--- src/rtl/cail_cmd_parser.sv ---
// UART command front end for the calibration parameter store: decodes 6-byte
// request frames, drives the controller handshakes and returns a 4-byte reply.
module cail_cmd_parser #(
    parameter int          RD_HOLD      = 6,
    parameter int          WR_HOLD      = 4,
    parameter logic [23:0] SAVE_WAIT    = 24'd5_000_000,
    parameter logic [19:0] BYTE_TIMEOUT = 20'd500_000
) (
    input  logic       clk,
    input  logic       rst_n,
    input  logic       rx_valid,
    input  logic [7:0] rx_data,
    output logic       tx_en,
    output logic [7:0] tx_data,
    input  logic       tx_done,
    input  logic       init_done,
    output logic       wr_req,
    output logic [9:0] wr_addr,
    output logic [7:0] wr_data,
    output logic       rd_req,
    output logic [9:0] rd_addr,
    input  logic [7:0] rd_data,
    output logic       update_req,
    output logic       err_pulse
);
    typedef enum logic [3:0] {
        RX_HDR, RX_BODY, CHECK, EXEC_WR, EXEC_RD, EXEC_SAVE, TX_LOAD, TX_WAIT, WAIT_SAVE
    } state_t;

    state_t      state, state_nxt;
    logic        ready;
    logic [2:0]  byte_cnt;
    logic [7:0]  checksum;
    logic [7:0]  cmd;
    logic [1:0]  addr_hi;
    logic [7:0]  addr_lo;
    logic [7:0]  data;
    logic [1:0]  err_code;
    logic [1:0]  err_nxt;
    logic [19:0] idle_cnt;
    logic [7:0]  hold_cnt;
    logic [23:0] wait_cnt;
    logic [7:0]  rcmd;
    logic [7:0]  rdata;
    logic [1:0]  tx_idx;
    logic        save_reply;
    logic        hold_last;
    logic [7:0]  reply_byte;

    assign hold_last = (state == EXEC_WR) ? (hold_cnt == 8'(WR_HOLD - 1))
                                          : (hold_cnt == 8'(RD_HOLD - 1));

    // Error code is resolved while the SUM byte arrives so the address outputs
    // can already be updated when CHECK is entered.
    always_comb begin
        if (checksum != rx_data)
            err_nxt = 2'd1;
        else if (cmd == 8'h00 || cmd > 8'h03)
            err_nxt = 2'd2;
        else if (!ready)
            err_nxt = 2'd3;
        else
            err_nxt = 2'd0;
    end

    always_comb begin
        case (tx_idx)
            2'd0:    reply_byte = 8'hAA;
            2'd1:    reply_byte = rcmd;
            2'd2:    reply_byte = rdata;
            default: reply_byte = rcmd + rdata;
        endcase
    end

    always_ff @(posedge clk or negedge rst_n) begin
        if (!rst_n)
            state <= RX_HDR;
        else
            state <= state_nxt;
    end

    always_comb begin
        state_nxt  = state;
        tx_en      = 1'b0;
        tx_data    = 8'h00;
        wr_req     = 1'b0;
        rd_req     = 1'b0;
        update_req = 1'b0;
        err_pulse  = 1'b0;
        case (state)
            RX_HDR: begin
                if (rx_valid && rx_data == 8'h55)
                    state_nxt = RX_BODY;
            end
            RX_BODY: begin
                if (rx_valid && byte_cnt == 3'd4)
                    state_nxt = CHECK;
                else if (!rx_valid && idle_cnt == BYTE_TIMEOUT - 20'd1)
                    state_nxt = RX_HDR;
            end
            CHECK: begin
                if (err_code != 2'd0) begin
                    err_pulse = 1'b1;
                    state_nxt = TX_LOAD;
                end else begin
                    case (cmd)
                        8'h01:   state_nxt = EXEC_WR;
                        8'h02:   state_nxt = EXEC_RD;
                        default: state_nxt = EXEC_SAVE;
                    endcase
                end
            end
            EXEC_WR: begin
                wr_req = 1'b1;
                if (hold_last)
                    state_nxt = TX_LOAD;
            end
            EXEC_RD: begin
                rd_req = 1'b1;
                if (hold_last)
                    state_nxt = TX_LOAD;
            end
            EXEC_SAVE: begin
                update_req = 1'b1;
                state_nxt  = TX_LOAD;
            end
            TX_LOAD: begin
                tx_en     = 1'b1;
                tx_data   = reply_byte;
                state_nxt = TX_WAIT;
            end
            TX_WAIT: begin
                tx_data = reply_byte;
                if (tx_done) begin
                    if (tx_idx == 2'd3)
                        state_nxt = save_reply ? WAIT_SAVE : RX_HDR;
                    else
                        state_nxt = TX_LOAD;
                end
            end
            WAIT_SAVE: begin
                if (wait_cnt == SAVE_WAIT - 24'd1)
                    state_nxt = RX_HDR;
            end
            default: state_nxt = RX_HDR;
        endcase
    end

    always_ff @(posedge clk or negedge rst_n) begin
        if (!rst_n) begin
            ready      <= 1'b0;
            byte_cnt   <= 3'd0;
            checksum   <= 8'h00;
            cmd        <= 8'h00;
            addr_hi    <= 2'd0;
            addr_lo    <= 8'h00;
            data       <= 8'h00;
            err_code   <= 2'd0;
            idle_cnt   <= 20'd0;
            hold_cnt   <= 8'd0;
            wait_cnt   <= 24'd0;
            rcmd       <= 8'h00;
            rdata      <= 8'h00;
            tx_idx     <= 2'd0;
            save_reply <= 1'b0;
            wr_addr    <= 10'd0;
            wr_data    <= 8'h00;
            rd_addr    <= 10'd0;
        end else begin
            if (init_done)
                ready <= 1'b1;
            case (state)
                RX_HDR: begin
                    byte_cnt <= 3'd0;
                    checksum <= 8'h00;
                    idle_cnt <= 20'd0;
                end
                RX_BODY: begin
                    if (rx_valid) begin
                        idle_cnt <= 20'd0;
                        byte_cnt <= byte_cnt + 3'd1;
                        if (byte_cnt != 3'd4)
                            checksum <= checksum + rx_data;
                        case (byte_cnt)
                            3'd0: cmd     <= rx_data;
                            3'd1: addr_hi <= rx_data[1:0];
                            3'd2: addr_lo <= rx_data;
                            3'd3: data    <= rx_data;
                            default: begin
                                err_code   <= err_nxt;
                                save_reply <= (err_nxt == 2'd0 && cmd == 8'h03);
                                if (err_nxt == 2'd0 && cmd == 8'h01) begin
                                    wr_addr <= {addr_hi, addr_lo};
                                    wr_data <= data;
                                end
                                if (err_nxt == 2'd0 && cmd == 8'h02)
                                    rd_addr <= {addr_hi, addr_lo};
                            end
                        endcase
                    end else begin
                        idle_cnt <= idle_cnt + 20'd1;
                    end
                end
                CHECK: begin
                    hold_cnt <= 8'd0;
                    wait_cnt <= 24'd0;
                    tx_idx   <= 2'd0;
                    if (err_code != 2'd0) begin
                        rcmd  <= 8'hEE;
                        rdata <= {6'd0, err_code};
                    end else begin
                        rcmd  <= cmd;
                        rdata <= (cmd == 8'h01) ? data : 8'h00;
                    end
                end
                EXEC_WR: hold_cnt <= hold_cnt + 8'd1;
                EXEC_RD: begin
                    hold_cnt <= hold_cnt + 8'd1;
                    if (hold_last)
                        rdata <= rd_data;
                end
                TX_WAIT: begin
                    if (tx_done && tx_idx != 2'd3)
                        tx_idx <= tx_idx + 2'd1;
                end
                WAIT_SAVE: wait_cnt <= wait_cnt + 24'd1;
                default: ;
            endcase
        end
    end
endmodule

--- config.mk ---
export PLATFORM = sky130hd
export DESIGN_NAME = cail_cmd_parser
export DESIGN_NICKNAME = d
export VERILOG_FILES = /design/src/rtl/cail_cmd_parser.sv
export SDC_FILE = /design/constraint.sdc
export NUM_CORES = 1
export LEC_CHECK = 0
export ABC_AREA = 1
export CAP_MARGIN = 10
export CORE_UTILIZATION = 48
export CTS_BUF_LIST = sky130_fd_sc_hd__clkbuf_8 sky130_fd_sc_hd__clkbuf_16
export CTS_CLUSTER_DIAMETER = 60
export CTS_CLUSTER_SIZE = 8
export DETAILED_ROUTE_END_ITERATION = 10
export PLACE_DENSITY = 0.72
export SLEW_MARGIN = 20
export SYNTH_ARGS = -nofsm -noshare
export SYNTH_HDL_FRONTEND = slang
export SYNTH_SLANG_ARGS = --single-unit
--- constraint.sdc ---
create_clock -name clk -period 1.9 [get_ports clk]
set_input_delay 0.38 -clock clk [delete_from_list [all_inputs] [get_ports clk]]
set_output_delay 0.38 -clock clk [all_outputs]
set_load 0.005 [all_outputs]
Yosys cells after proc, flatten, opt, wreduce, memory -nomap -nowiden
Index checks and enable logic that the tools add are counted.

Output and inout bits: 41. Word-level logic and storage cells: 137. Flip-flop bits (word level): 143.

Add/subtract/negate cells: 7. Multiplexer cells: 39. Equal/unequal tests: 35. Order comparisons: 1. Bitwise logic cells: 1. Reductions and logical operators: 35.

Operators by type and width (number): $mux W8 (7); $pmux W24 S2 (1); $pmux W8 S2 (3); $pmux W20 S2 (1); $mux W4 (8); $pmux W4 S8 (1); $add A24 B1 Y24 const B (1); $eq A24 B23 Y1 const B (1); $eq A8 B2 Y1 const B (3); $pmux W8 S3 (1); $add A20 B1 Y20 const B (1); $eq A20 B19 Y1 const B (1); $mux W20 (1); $reduce_and A3 Y1 (6); $add A8 B8 Y8 (2); $eq A4 B3 Y1 const B (4); $ne A2 B2 Y1 const B (8); $pmux W3 S2 (2); $reduce_bool A2 Y1 (6); $add A8 B1 Y8 const B (1); $eq A4 B2 Y1 const B (2); $eq A8 B1 Y1 const B (1); $eq A8 B3 Y1 const B (1); $eq A8 B7 Y1 const B (1); 30 further kinds (54).

Depth between registers and ports, before layout
Gate-level depths: netlist of the first run.

Depth after elaboration: 7. Depth in mapped cells: 11.

Worst setup path before layout of the first run
No wires, ideal clock.

Kind: register to output. Start point: reg rcmd[0]. End point: out tx_data[2]. Path slack: 31 ps. Data required time: 1520 ps. Data arrival time: 1489 ps. Cell stages (with the launch flop): 6. Buffers on the path: 0. Cells stage by stage: dfrtp_1 > ha_1 > fa_1 > or2_2 > a21oi_1 > nor3_1.

Word-level cells in the longest chain between the ends: 3.

Ends and longest elaborated chain: from (decl) (RTL line 43) `logic [7:0] rcmd;`; from (signal assigned) (RTL line 212) `rcmd <= cmd;`; $add A8 B8 Y8 (RTL line 71) `default: reply_byte = rcmd + rdata;`; $pmux W8 S3 (RTL line 67) `case (tx_idx)`; $mux W8 (RTL line 90) `case (state)`; to (decl) (RTL line 14) `output logic [7:0] tx_data,`.

No other way between the ends.

Worst setup path after layout of the first run
Start point: reg rcmd[0]. End point: out tx_data[6].

The elaborated chain is that of the path after synthesis.

==> results of run 1 <==
cell usage in the layout, fill, tap and decap left out, types with 8 or more instances in the layout:
cell	count
buf_6	18
inv_1	116
nand3_1	80
o21ai_2	27
o21ai_0	79
a31oi_1	8
nand2_1	223
nor2_4	11
dfrtp_1	140
nor2_1	106
a21oi_1	31
buf_2	11
nand2_2	10
ha_1	13
buf_4	101
nand4_1	22
nand2_4	25
nor3_1	10
inv_2	12
clkbuf_16	18
nor2_2	8
clkdlybuf4s50_1	47
power by group through the flow:
| stage | Sequential [mW] | Clock (mW) | Combinational (mW) |
|---|---|---|---|
| 2_1_floorplan | 3.10 | 0 | 0.0294 |
| 3_3_place_gp | 3.10 | 0 | 0.199 |
| 3_5_place_dp | 3.10 | 0 | 0.199 |
| 4_1_cts | 3.05 | 3.62 | 0.203 |
| 5_1_grt | 3.04 | 3.75 | 0.229 |
| 6_report | 3.05 | 3.59 | 0.205 |
cell usage after synthesis (2+ instances only):
cell,count
a21oi_1,34
fa_1,2
a31oi_1,9
nor2_4,3
o22a_1,2
o21ai_2,18
or2_2,7
inv_1,127
clkbuf_1,6
buf_6,3
ha_1,26
o32ai_1,5
nor3_1,13
nand3_1,86
buf_4,5
o21ai_0,83
nand4_1,22
nand2_1,253
xor2_1,6
o21bai_1,5
a32o_1,3
nor2_2,4
o22ai_1,7
o211ai_1,4
dfrtp_1,143
inv_2,5
buf_2,6
a221oi_1,4
nand3_4,2
a22o_1,5
o21ai_1,14
nand2_2,6
a21o_1,2
nor2_1,118
o21a_1,2
per-layer routing:
metal  share of wire  global-route usage  vias to the layer above
met2            0.48               0.448                      270
li1                -                   -                     3867
met3           0.048              0.0461                       68
met1            0.44               0.368                     3824
met4           0.028               0.115                        0
met5               0                   0                        -
flip-flops by register name, summed over array words and instances, names as in the netlist:
signal,cells
byte_cnt,3
tx_idx,2
cmd,8
addr_lo,8
checksum,8
wr_data,8
rdata,8
data,8
wr_addr,10
addr_hi,2
rd_addr,10
ready,1
err_code,2
hold_cnt,8
state,4
save_reply,1
wait_cnt,24
rcmd,8
idle_cnt,20
path summary, 6_finish.rpt:
| path | from | endpoint | slack [ps] | cells after the start |
|---|---|---|---|---|
| worst min-delay path | rst_n | hold_cnt[3]$_DFFE_PN0P_ | 450 | 2 |
| min in group clk | checksum[5]$_DFFE_PN0P_ | checksum[5]$_DFFE_PN0P_ | 490 | 2 |
| worst max register to register | checksum[1]$_DFFE_PN0P_ | wr_addr[9]$_DFFE_PN0P_ | -40 | 9 |
| worst min register to register | checksum[5]$_DFFE_PN0P_ | checksum[5]$_DFFE_PN0P_ | 490 | 2 |
| max in group asynchronous | rst_n | wait_cnt[10]$_DFFE_PN0P_ | 880 | 3 |
| worst max-delay path | rcmd[0]$_DFFE_PN0P_ | tx_data[6] | -560 | 9 |
layout make-up:
class                           instances  area (µm²)  area share
Sequential cell                       143        3580       0.318
Inverter                              134         529      0.0470
Clock inverter                         10         148      0.0131
Multi-Input combinational cell        756        4490       0.399
Timing Repair Buffer                  191        1740       0.154
Clock buffer                           22         494      0.0439
Tap cell                              220         275      0.0244
kinds of logic (layout without fill, tap and decap cells):
family / Yosys count / after routing / share of synthesized area
AO/OA/AOI/OAI: 201 / 201 / 0.150
XOR/XNOR: 7 / 7 / 0.00755
adder cells (fa/ha/maj): 28 / 28 / 0.0450
buffers and inverters: 154 / 357 / 0.0774
flip-flops: 143 / 143 / 0.441
multiplexers: 1 / 1 / 0.00123
AND/OR/NAND/NOR: 518 / 519 / 0.279
what timing repair did:
| action | CTS | global route |
|---|---|---|
| setup buffers | 31 | 8 |
| pin swaps | 31 | 37 |
| endpoints found under the hold margin | 40 | 0 |
| hold buffers | 1 | 0 |
| endpoints found under the setup margin | 36 | 117 |
| gates resized for setup | 137 | 84 |
| gates cloned | 4 | 2 |
through the flow:
stage,cell area [µm²],hold WS (ps),instances
6_report,11300,454,1476
5_1_grt,11300,516,1476
4_1_cts,10900,469,1469
3_5_place_dp,9590,337,1401
3_3_place_gp,9590,338,1401
2_1_floorplan,8120,84.4,1052
==> flow_summary.json, run 1 <==
{
  "grt_pass1_wl_um": 38300,
  "fp.dieW_um": 132,
  "power_switching_mw": 1.46,
  "violations": "setup timing",
  "grt_start_max_net_pins": 45,
  "syn-cell-area_um2": 8120,
  "diodes": 0,
  "critPathRequiredTime_ps": 1520,
  "numCtsBuffers": 17,
  "postSynthCellCount": 1052,
  "finalMaxSlewViolations": 0,
  "drtAntennaViolNets": 0,
  "syn-num-nets": 1101,
  "die-area_um2": 17400,
  "swShare": 0.213,
  "synth_top_area_frac": 0.441,
  "antenna_found_initial": 0,
  "place_hpwl_um": 15200,
  "preCtsSetupSlack_ps": -480,
  "synth_ff_type": "dfrtp_1",
  "numClockSinks": 143,
  "crit_buf_inv": 2,
  "end_kind": "output port",
  "drive_above_1_share": 0.256,
  "powerDensity_nw_per_um2": 608,
  "ys_warn_count": 0,
  "avgSynthCellArea_um2": 7.72,
  "dieHeight_um": 132,
  "synth_area_leader_cell": "dfrtp_1",
  "tns_ps": -3990,
  "p_comb_frac": 0.030,
  "worstPathCellList": "ha_2 -> fa_2 -> buf_6 -> nand4_1 -> nand3_1 -> nand2_1 -> nand3_2 -> a21oi_2 -> buf_2",
  "pwr-share-clk": 0.525,
  "drv_cap": 0,
  "pin_count": 62,
  "hold_class": "input pin to asynchronous set/reset pin",
  "critPathKind": "flip-flop to output port",
  "arrival_ps": 2080,
  "area_growth_syn_to_layout_pct": 38.7,
  "cpLargestDelayFamily": "adder cells",
  "start_kind": "flip-flop",
  "clock_path_buffers": 2,
  "nNetsFinal": 1292,
  "clkLatencyLatePin_ps": 430,
  "total_power_mw": 6.84,
  "synth_cell_types": 47,
  "max_stage_delay_ps": 380,
  "root_buffer": "clkbuf_16",
  "port_buffers": 61,
  "hold_violations": 0,
  "critPathSlowestCell": "dfrtp_1",
  "max_freq_ghz": 0.407,
  "routed_wl_um": 23500,
  "cts_tree": "built",
  "ys_seq_area_frac": 0.441,
  "start_util": 0.491,
  "setup_viol": 31,
  "synth-async-reset-ratio": 1.00,
  "skew_ps": 8.83,
  "finalCritPeriodShare": 1.29,
  "worstPathMaxFanout": 3,
  "wl_per_cell_um": 15.9,
  "pwr-share-seq": 0.445,
  "peakVddDrop_mv": 0.673,
  "min_period_ps": 2460,
  "grt_usage": 0.276,
  "synth_edf_count": 0,
  "max_slew_margin": 0.709,
  "firstDrtPassIters": 5,
  "leakagePower_nw": 5.21,
  "nFillCells": 1270,
  "drt_iter0_drc": 815,
  "vias_per_cell": 5.44,
  "clk_pin_slew_worst_paths_ps": 60,
  "globalplace.congestion": 0.935,
  "tightest_slew_ps": 433,
  "rsz0062_at_grt": "true",
  "grt_pass1_vias": 7852,
  "yosys-top-cells-area": "dfrtp_1 44%, nand2_1 12%, inv_1 5.9%, nor2_1 5.5%, nand3_1 5.3%",
  "drc": 0,
  "final_util": 0.681,
  "row_count": 47,
  "synth-seq-cells": 143,
  "dr_total_vias": 8029,
  "grt_overflow": 0,
  "internal_power_mw": 5.39,
  "setup_slack_ps": -558,
  "status": "finished with violations",
  "h-tree-depth": 4,
  "core_um2": 16500
}
Power figures use the tool's default switching activity.
==> run 2, diff against run 1 <==
--- a/config.mk
+++ b/config.mk
@@ -15,3 +15,2 @@
 export PLACE_DENSITY = 0.72
-export SLEW_MARGIN = 20
 export SYNTH_ARGS = -nofsm -noshare
==> constraint.sdc (replaced) <==
create_clock -name clk -period 1.9 [get_ports clk]
set_input_delay 0.19 -clock clk [delete_from_list [all_inputs] [get_ports clk]]
set_output_delay 0.19 -clock clk [all_outputs]
set_load 0.005 [all_outputs]
==> run 2 against run 1 <==
Compared with the run above:
- the run still ends with setup timing left
- fmax up 12%
- non-clock buffer count decreased by 16
- clock skew decreased by 0.83 ps
- core utilization shrank 1.6 points
- worst setup slack better by 270 ps
- hold slack lost 220 ps
- final cell count decreased by 1.2%
- count of clock-buffer cells in the layout decreased by 5
- design area decreased by 2.4%
- total power down 4.8%
- critical path depth decreased by 1
- critical path type unchanged
- largest power group unchanged
==> flow_summary.json, run 2 (same netlist as run 1, synthesis figures left out) <==
{
  "grt_pass1_vias": 7276,
  "max_slew_margin": 0.708,
  "crit_path_end": "tx_data[6]",
  "critPathRequiredTime_ps": 1710,
  "drv_cap": 0,
  "max_stage_delay_ps": 440,
  "top_register": "wait_cnt",
  "rsz0062_at_grt": "true",
  "critPathSlowestCell": "fa_2",
  "status": "finished with violations",
  "leakagePower_nw": 5.13,
  "root_buffer": "clkbuf_16",
  "core_um2": 16500,
  "drt_iter0_drc": 749,
  "setup_slack_ps": -292,
  "numCtsBuffers": 17,
  "r2r-end": "wr_addr[1]$_DFFE_PN0P_",
  "end_kind": "output port",
  "reg2reg_depth": 9,
  "final-seq-area_um2": 3580,
  "grt_start_max_net_pins": 46,
  "port_buffers": 61,
  "grt_usage": 0.256,
  "fp.dieW_um": 132,
  "cts_tree": "built",
  "critPathKind": "flip-flop to output port",
  "vias_per_cell": 5.43,
  "peakVddDrop_mv": 0.614,
  "internal_power_mw": 5.04,
  "die-area_um2": 17400,
  "pwr-share-seq": 0.467,
  "hold_class": "input pin to asynchronous set/reset pin",
  "startpoint": "rcmd[1]$_DFFE_PN0P_",
  "grt_overflow": 0,
  "clk_pin_slew_worst_paths_ps": 60,
  "dieHeight_um": 132,
  "worstPathMaxFanout": 4,
  "clock_path_buffers": 2,
  "routed_wl_um": 22800,
  "wl_per_cell_um": 15.6,
  "reg2reg_from": "byte_cnt[0]$_DFFE_PN0P_",
  "power_switching_mw": 1.47,
  "finalMaxSlewViolations": 0,
  "top_regs": "wait_cnt x24, idle_cnt x20",
  "firstDrtPassIters": 4,
  "diodes": 0,
  "h-tree-depth": 4,
  "clkLatencyLatePin_ps": 430,
  "hold_violations": 0,
  "setup_viol": 37,
  "tightest_slew_ps": 435,
  "place_hpwl_um": 15100,
  "tns_ps": -3630,
  "antenna_found_initial": 0,
  "area_growth_syn_to_layout_pct": 35.4,
  "row_count": 47,
  "design_area_um2": 11000,
  "placed_area_um2": 9430,
  "crit_top_cell": "nand3_1",
  "mostFrequentLayoutCell": "nand2_1",
  "total_power_mw": 6.52,
  "nFillCells": 1296,
  "globalplace.congestion": 0.925,
  "dr_total_vias": 7928,
  "start_kind": "flip-flop",
  "min_period_ps": 2190,
  "drtAntennaViolNets": 0,
  "cpLargestDelayFamily": "adder cells",
  "mostFrequentLayoutCells": "217 x nand2_1, 141 x dfrtp_1, 118 x inv_1, 108 x nor2_1, 94 x buf_4",
  "finalCritPeriodShare": 1.15,
  "regToRegSetupSlack_ps": -110,
  "grt_pass1_wl_um": 35500,
  "powerDensity_nw_per_um2": 593,
  "violations": "setup timing",
  "p_comb_frac": 0.030,
  "arrival_ps": 2000,
  "largest_reg_flops": 24,
  "start_util": 0.491,
  "max_freq_ghz": 0.456,
  "numClockSinks": 143,
  "worstPathCellList": "buf_4 -> fa_2 -> nand4_1 -> nand3_1 -> nand2_1 -> nand3_1 -> a21oi_2 -> buf_2",
  "nNetsFinal": 1276,
  "pin_count": 62,
  "multi_input_area_um2": 4450,
  "drc": 0,
  "drive_above_1_share": 0.239,
  "worst-path-stages": 8,
  "crit_buf_inv": 2,
  "pwr-share-clk": 0.503,
  "swShare": 0.226,
  "skew_ps": 8.00
}
run 2: cell count changes in the layout (fill, tap and decap cells not counted), sizes merged:
cell and change:
buf -23, clkinv +4, clkbuf -3, dlygate4sd2 +3, bufinv -1, clkdlybuf4s15 +1, clkdlybuf4s50 +1, inv +1
nand2 +1, nand3 -1
run 2: final cells by class:
| class | count | area share |
|---|---|---|
| Clock buffer | 17 | 0.0387 |
| Sequential cell | 143 | 0.326 |
| Inverter | 134 | 0.0474 |
| Multi-Input combinational cell | 756 | 0.405 |
| Tap cell | 220 | 0.0250 |
| Clock inverter | 14 | 0.0131 |
| Timing Repair Buffer | 175 | 0.145 |
run 2: how the worst min path moves through the flow:
stage,slack [ps],start,to
final,230,rst_n,hold_cnt[4]$_DFFE_PN0P_
after global routing,280,rst_n,hold_cnt[2]$_DFFE_PN0P_
after CTS,250,rst_n,hold_cnt[4]$_DFFE_PN0P_
after detailed placement,120,rst_n,hold_cnt[4]$_DFFE_PN0P_
after global placement,120,rst_n,hold_cnt[4]$_DFFE_PN0P_
after floorplan,-110,rst_n,addr_hi[0]$_DFFE_PN0P_
run 2: metrics by stage:
step                worst slack (ps)  hold WS (ps)  utilization  instances
finish                          -292           231        0.665       1459
global route                    -391           285        0.665       1459
CTS                             -275           250        0.623       1434
detailed placement              -272           116        0.571       1381
global placement                -251           120        0.571       1381
floorplan                        116          -106            -       1052
run 2: power groups by stage:
stage | logic, mW | clock network [mW] | registers [mW]
CTS | 0.197 | 3.29 | 3.05
global placement | 0.193 | 0 | 3.10
global route | 0.221 | 3.43 | 3.04
floorplan | 0.0294 | 0 | 3.10
detailed placement | 0.194 | 0 | 3.10
finish | 0.196 | 3.28 | 3.05
run 2: what timing repair did:
| item | CTS | global route |
|---|---|---|
| endpoints found under the setup margin | 40 | 87 |
| buffers inserted | 21 | 18 |
| endpoints found under the hold margin | 33 | 0 |
| cloned | 0 | 7 |
| hold buffers | 1 | 0 |
| gates resized for setup | 77 | 119 |
| pin swaps | 31 | 31 |
run 2: metal layers:
metal	up-vias	GRT usage	routed length, µm
li1	3843	-	-
met1	3826	0.351	10300
met2	226	0.416	11100
met3	33	0.0469	1010
met4	0	0.0736	400
met5	-	0	0
